## src/rtl/escritura_memoria_to_registro.sv

```systemverilog
// escritura_memoria_to_registro: bus write stage latching NN coefficients and sequencing start/busy/done/error.
module escritura_memoria_to_registro #(
  parameter int Width      = 4,
  parameter int TimeoutCyc = 1023,
  parameter int CntWidth   = 10
) (
  input  logic             CLK,
  input  logic             RST,
  input  logic             Write,
  input  logic             Read,
  input  logic [8:0]       Address,
  input  logic [Width-1:0] InDatoBus,
  input  logic             ListoRed,
  input  logic             ErrorRed,
  output logic [Width-1:0] Coeff00,
  output logic [Width-1:0] Coeff01,
  output logic [Width-1:0] Coeff02,
  output logic [Width-1:0] Coeff03,
  output logic [Width-1:0] Coeff04,
  output logic [Width-1:0] Coeff05,
  output logic [Width-1:0] Coeff06,
  output logic [Width-1:0] Coeff07,
  output logic [Width-1:0] Coeff08,
  output logic [Width-1:0] Coeff09,
  output logic [Width-1:0] Coeff10,
  output logic [Width-1:0] Coeff11,
  output logic [Width-1:0] Coeff12,
  output logic [Width-1:0] Coeff13,
  output logic [Width-1:0] Coeff14,
  output logic [Width-1:0] Coeff15,
  output logic [Width-1:0] Coeff16,
  output logic [Width-1:0] Coeff17,
  output logic [Width-1:0] Coeff18,
  output logic [Width-1:0] Coeff19,
  output logic [Width-1:0] Offset,
  output logic [Width-1:0] DatoEntradaSistema,
  output logic             Start,
  output logic             Busy,
  output logic             ListoOut,
  output logic             ErrorOut
);
  typedef enum logic [1:0] {IDLE, START, BUSY} state_t;
  state_t state, nxt;
  logic [CntWidth-1:0] cnt;
  logic [Width-1:0] regs [22];
  logic [4:0] idx;
  logic idle, data_wr, cmd_wr, done, timeout, listo_clr, error_set, error_clr;
  // regs[0..19] coefficients, regs[20] offset, regs[21] system input; one word per 4 bytes from 0x00C
  always_comb begin
    idle      = state == IDLE;
    idx       = 5'((Address - 9'h00C) >> 2);
    data_wr   = Write && Address >= 9'h00C && Address <= 9'h060 && Address[1:0] == 2'b00;
    cmd_wr    = Write && Address == 9'h000 && InDatoBus[0];
    done      = state == BUSY && ListoRed;
    timeout   = state == BUSY && !ListoRed && cnt == CntWidth'(TimeoutCyc - 1);
    listo_clr = (Read && Address == 9'h004) || (idle && cmd_wr);
    error_set = ErrorRed || timeout || (!idle && (data_wr || cmd_wr));
    error_clr = Write && Address == 9'h008;
    nxt       = state == START ? BUSY : (idle && cmd_wr) ? START : (done || timeout) ? IDLE : state;
  end
  always_ff @(posedge CLK) begin
    if (RST) begin
      state    <= IDLE;
      cnt      <= '0;
      Start    <= 1'b0;
      Busy     <= 1'b0;
      ListoOut <= 1'b0;
      ErrorOut <= 1'b0;
      for (int i = 0; i < 22; i++) regs[i] <= '0;
    end else begin
      if (data_wr && idle) regs[idx] <= InDatoBus;
      state    <= nxt;
      cnt      <= state == BUSY ? cnt + 1'b1 : '0;
      Start    <= nxt == START;
      Busy     <= nxt != IDLE;
      ListoOut <= done || (!listo_clr && ListoOut);
      ErrorOut <= error_set || (!error_clr && ErrorOut);
    end
  end
  assign Coeff00 = regs[0];
  assign Coeff01 = regs[1];
  assign Coeff02 = regs[2];
  assign Coeff03 = regs[3];
  assign Coeff04 = regs[4];
  assign Coeff05 = regs[5];
  assign Coeff06 = regs[6];
  assign Coeff07 = regs[7];
  assign Coeff08 = regs[8];
  assign Coeff09 = regs[9];
  assign Coeff10 = regs[10];
  assign Coeff11 = regs[11];
  assign Coeff12 = regs[12];
  assign Coeff13 = regs[13];
  assign Coeff14 = regs[14];
  assign Coeff15 = regs[15];
  assign Coeff16 = regs[16];
  assign Coeff17 = regs[17];
  assign Coeff18 = regs[18];
  assign Coeff19 = regs[19];
  assign Offset = regs[20];
  assign DatoEntradaSistema = regs[21];
endmodule

```

## config.mk

```make
export PLATFORM = sky130hd
export DESIGN_NAME = escritura_memoria_to_registro
export DESIGN_NICKNAME = d
export VERILOG_FILES = /design/src/rtl/escritura_memoria_to_registro.sv
export SDC_FILE = /design/constraint.sdc
export NUM_CORES = 1
export LEC_CHECK = 0
export BUFFER_PORTS_ARGS = -buffer_cell sky130_fd_sc_hd__buf_2
export CELL_PAD_IN_SITES_DETAIL_PLACEMENT = 1
export CELL_PAD_IN_SITES_GLOBAL_PLACEMENT = 1
export CORE_MARGIN = 2
export CORE_UTILIZATION = 38
export DETAILED_ROUTE_END_ITERATION = 10
export PLACE_DENSITY_LB_ADDON = 0.1
export RECOVER_POWER = 50
export SKIP_LAST_GASP = 1
export SLEW_MARGIN = 20
export SYNTH_ARGS = -nofsm -noshare
export SYNTH_HDL_FRONTEND = slang
export SYNTH_SLANG_ARGS = --single-unit
export TNS_END_PERCENT = 10
```

## constraint.sdc

```tcl
create_clock -name CLK -period 1.8 [get_ports CLK]
set_input_delay 0.09 -clock CLK [delete_from_list [all_inputs] [get_ports CLK]]
set_output_delay 0.09 -clock CLK [all_outputs]
set_load 0.03 [all_outputs]
```

==> impl_metrics.csv <==
group,metric,value,unit
status,status,"complete, but fails checks",
status,violations,"setup timing",
power_and_ir_drop,power_density,923,nW/um^2
power_and_ir_drop,power.internal,0.00409,W
yosys,synth_edf_count,88,
floorplanning,die_area,12400,sq um
cells_and_area,nFillCells,1245,
detailed_routing,vias,3368,
power_and_ir_drop,p_sw_share,24.8,%
global_route,gr-total-overflow,0,
power_and_ir_drop,power.total,0.00545,W
yosys,ys.flop_type,"edfxtp_1",
global_route,grt_pass1_vias,3525,
critical_path,critPathBufInv,2,
cells_and_area,final_common_cell,"edfxtp_1",
clock_tree,tritoncts,"done",
cells_and_area,synthToLayoutAreaGrowth,34.2,%
cells_and_area,layout-drive-gt1-share,35.3,%
clock_tree,root_buffer,"clkbuf_16",
clock_tree,clockBufferDepth,2,
floorplanning,pin_count,111,
critical_path,crit_slowest_cell,"or4_4",
detailed_routing,drtIter0Drc,150,
yosys,seq_area_frac_synth,67.4,%
sta,max-slew-margin-rel,55.0,%
clock_tree,numCtsBuffers,9,
detailed_routing,dr.pass1.iters,4,
power_and_ir_drop,pwr-share-comb,11.7,%
detailed_routing,antenna_left,0,
power_and_ir_drop,leakagePower,2.02,nW
cells_and_area,final_cell_area,5900,sq um
cells_and_area,nNetsFinal,524,
place,gp_congestion,0.787,
sta,finalHoldViolCount,0,
floorplanning,die-height,112,microns
worst_hold_path,hp-class,"primary input to register",
yosys,synth_top_area_share,60.1,%
critical_path,path_max_fanout,11,
critical_path,path_cells,"nor3_4, nand3b_1, or4_4, buf_8, o21ai_1, buf_4",
critical_path,critPathCaptureType,"register",
sta,slew_viol_final,0,
critical_path,worstPathRequired,1.87,ns
sta,max_freq,0.521,GHz
yosys,yosysUniqueCellTypes,42,
global_route,grt_max_degree,22,
cells_and_area,multi_input_area,1300,sq um
yosys,synth_area,4390,sq um
critical_path,path_class,"register to register",
yosys,yosysWarnings,0,
place,post-dp-hpwl,8250,microns
power_and_ir_drop,clockPowerShare,38.0,%
yosys,synth_area_leaders,"edfxtp_1, dfxtp_1, nor3_1",
power_and_ir_drop,p_switching,0.00135,W
sta,setup_tns,-6.21,ns
cells_and_area,regArea,2960,sq um
flow_run,drv_cap,0,
sta,setup_viol,99,
detailed_routing,avgRoutedWirePerCell,18.1,microns
clock_tree,clk_latency,0.35,ns
global_route,grt_usage,19.0,%
place,dp_cells,633,
cells_and_area,antenna_cells,0,
critical_path,cp-start-kind,"register",
yosys,syn_area_per_cell,12.8,sq um
place,post-place-ws,-0.184,ns
detailed_routing,wl,11800,microns
place,numPortBuffers,110,
sta,timing.final.crit_share,107,%
sta,finalWorstSetupSlack,-0.119,ns
floorplanning,fp-row-count,39,
sta,fin_crit,1.92,ns
clock_tree,cts_num_sinks,104,
critical_path,critPathTopFamily,"simple AND/OR/NAND/NOR gates",
yosys,synth_seq_cells,104,
critical_path,cp.arrival,1.99,ns
cells_and_area,fin_cells,650,
yosys,synth_top_area_cell,"edfxtp_1",
clock_tree,clkTransAtPathRegs,0.07,ns
power_and_ir_drop,p_seq_share,50.3,%
detailed_routing,via_per_inst,5.18,
floorplanning,die_x,112,microns
sta,tightest_slew,0.674,ns
yosys,synth_cells,342,
sta,finClkSkew,0.00800,ns
clock_tree,htreeDepth,3,
detailed_routing,drcViolationCount,0,
global_route,grt_pass1_wl,18500,microns
critical_path,max_stage_delay,0.47,ns
floorplanning,coreArea,11400,sq um
global_route,grt_antenna_before_repair,0,
cells_and_area,mostFrequentLayoutCells,"edfxtp_1, buf_4, clkbuf_1",
yosys,async_flop_share,0,%
critical_path,reg2reg_slack,-0.12,ns
place,dpl_cell_area,5560,sq um
floorplanning,start_util,38.6,%
sta,rsz0062_at_grt,"true",
yosys,syn_nets,363,
power_and_ir_drop,irDropWorstVdd,0.429,mV
==> cell families (layout without fill, tap and decap cells) <==
logic type      count (synthesis)  after routing  synth area share [%]
xor+xnor                        7              7                  1.40
buf+inv                        44            209                  4.41
flops                         104            104                  67.4
simple gates                  148            148                  21.2
compound gates                 37             37                  4.95
fa+ha+maj                       2              2                 0.569
==> per-stage QoR <==
stage	util [%]	hold slack [ns]
floorplan	-	0.278
global placement	48.9	0.388
detailed placement	48.9	0.389
CTS	51.8	0.0391
global route	51.9	0.0435
finish	51.9	0.0465
==> final cells by class <==
cell class | instances | share of cell area (%)
tap | 143 | 3.03
clock buffer | 10 | 3.88
multi-input combinational | 194 | 22.1
timing repair buffer | 186 | 18.9
sequential | 104 | 50.3
clock inverter | 5 | 1.36
inverter | 8 | 0.509
==> synthesized netlist by cell type (3+ instances only) <==
library cell / n
nor3_2: 20
o31ai_1: 4
edfxtp_1: 88
clkbuf_1: 24
buf_2: 8
a21oi_1: 6
and2_1: 5
nand2_1: 5
and4_1: 3
inv_1: 8
xor2_1: 6
nor2b_1: 5
nand3_1: 6
dfxtp_1: 16
nor3_1: 51
nor4_1: 18
nor2_1: 14
o21ai_0: 21
==> timing repair <==
action,CTS,global route
pin swaps,1,1
hold endpoints to repair,0,0
hold buffers,0,0
resized for setup,7,15
endpoints found under the setup margin,124,168
cloned,0,1
buffers inserted,1,0
==> flip-flops by register name, summed over array words and instances, names as in the netlist <==
signal,flops
regs,88
Busy,1
ListoOut,1
state,2
cnt,10
ErrorOut,1
Start,1
==> routing by layer <==
metal  global-route usage, %  vias up  wire length [microns]
li1                        -     1609                      -
met1                    22.6     1658                   4880
met2                    33.9       87                   6160
met4                    7.24        0                    198
met5                       0        -                      0
met3                    4.08       14                    515
==> power by group through the flow <==
stage          combinational (W)  sequential (W)  clock [W]
2_1_floorplan           0.000147         0.00301          0
3_3_place_gp            0.000632         0.00279          0
3_5_place_dp            0.000643         0.00279          0
4_1_cts                 0.000651         0.00274    0.00211
5_1_grt                 0.000670         0.00275    0.00219
6_report                0.000635         0.00274    0.00207
==> worst paths after layout <==
kind                 from    endpoint  depth (start not counted)
max              state[1]  regs[1][1]                          6
min          InDatoBus[3]  regs[6][3]                          2
max reg2reg      state[1]  regs[1][1]                          6
min reg2reg        cnt[0]      cnt[0]                          1
Note: power is estimated with default switching activity, not from simulation.
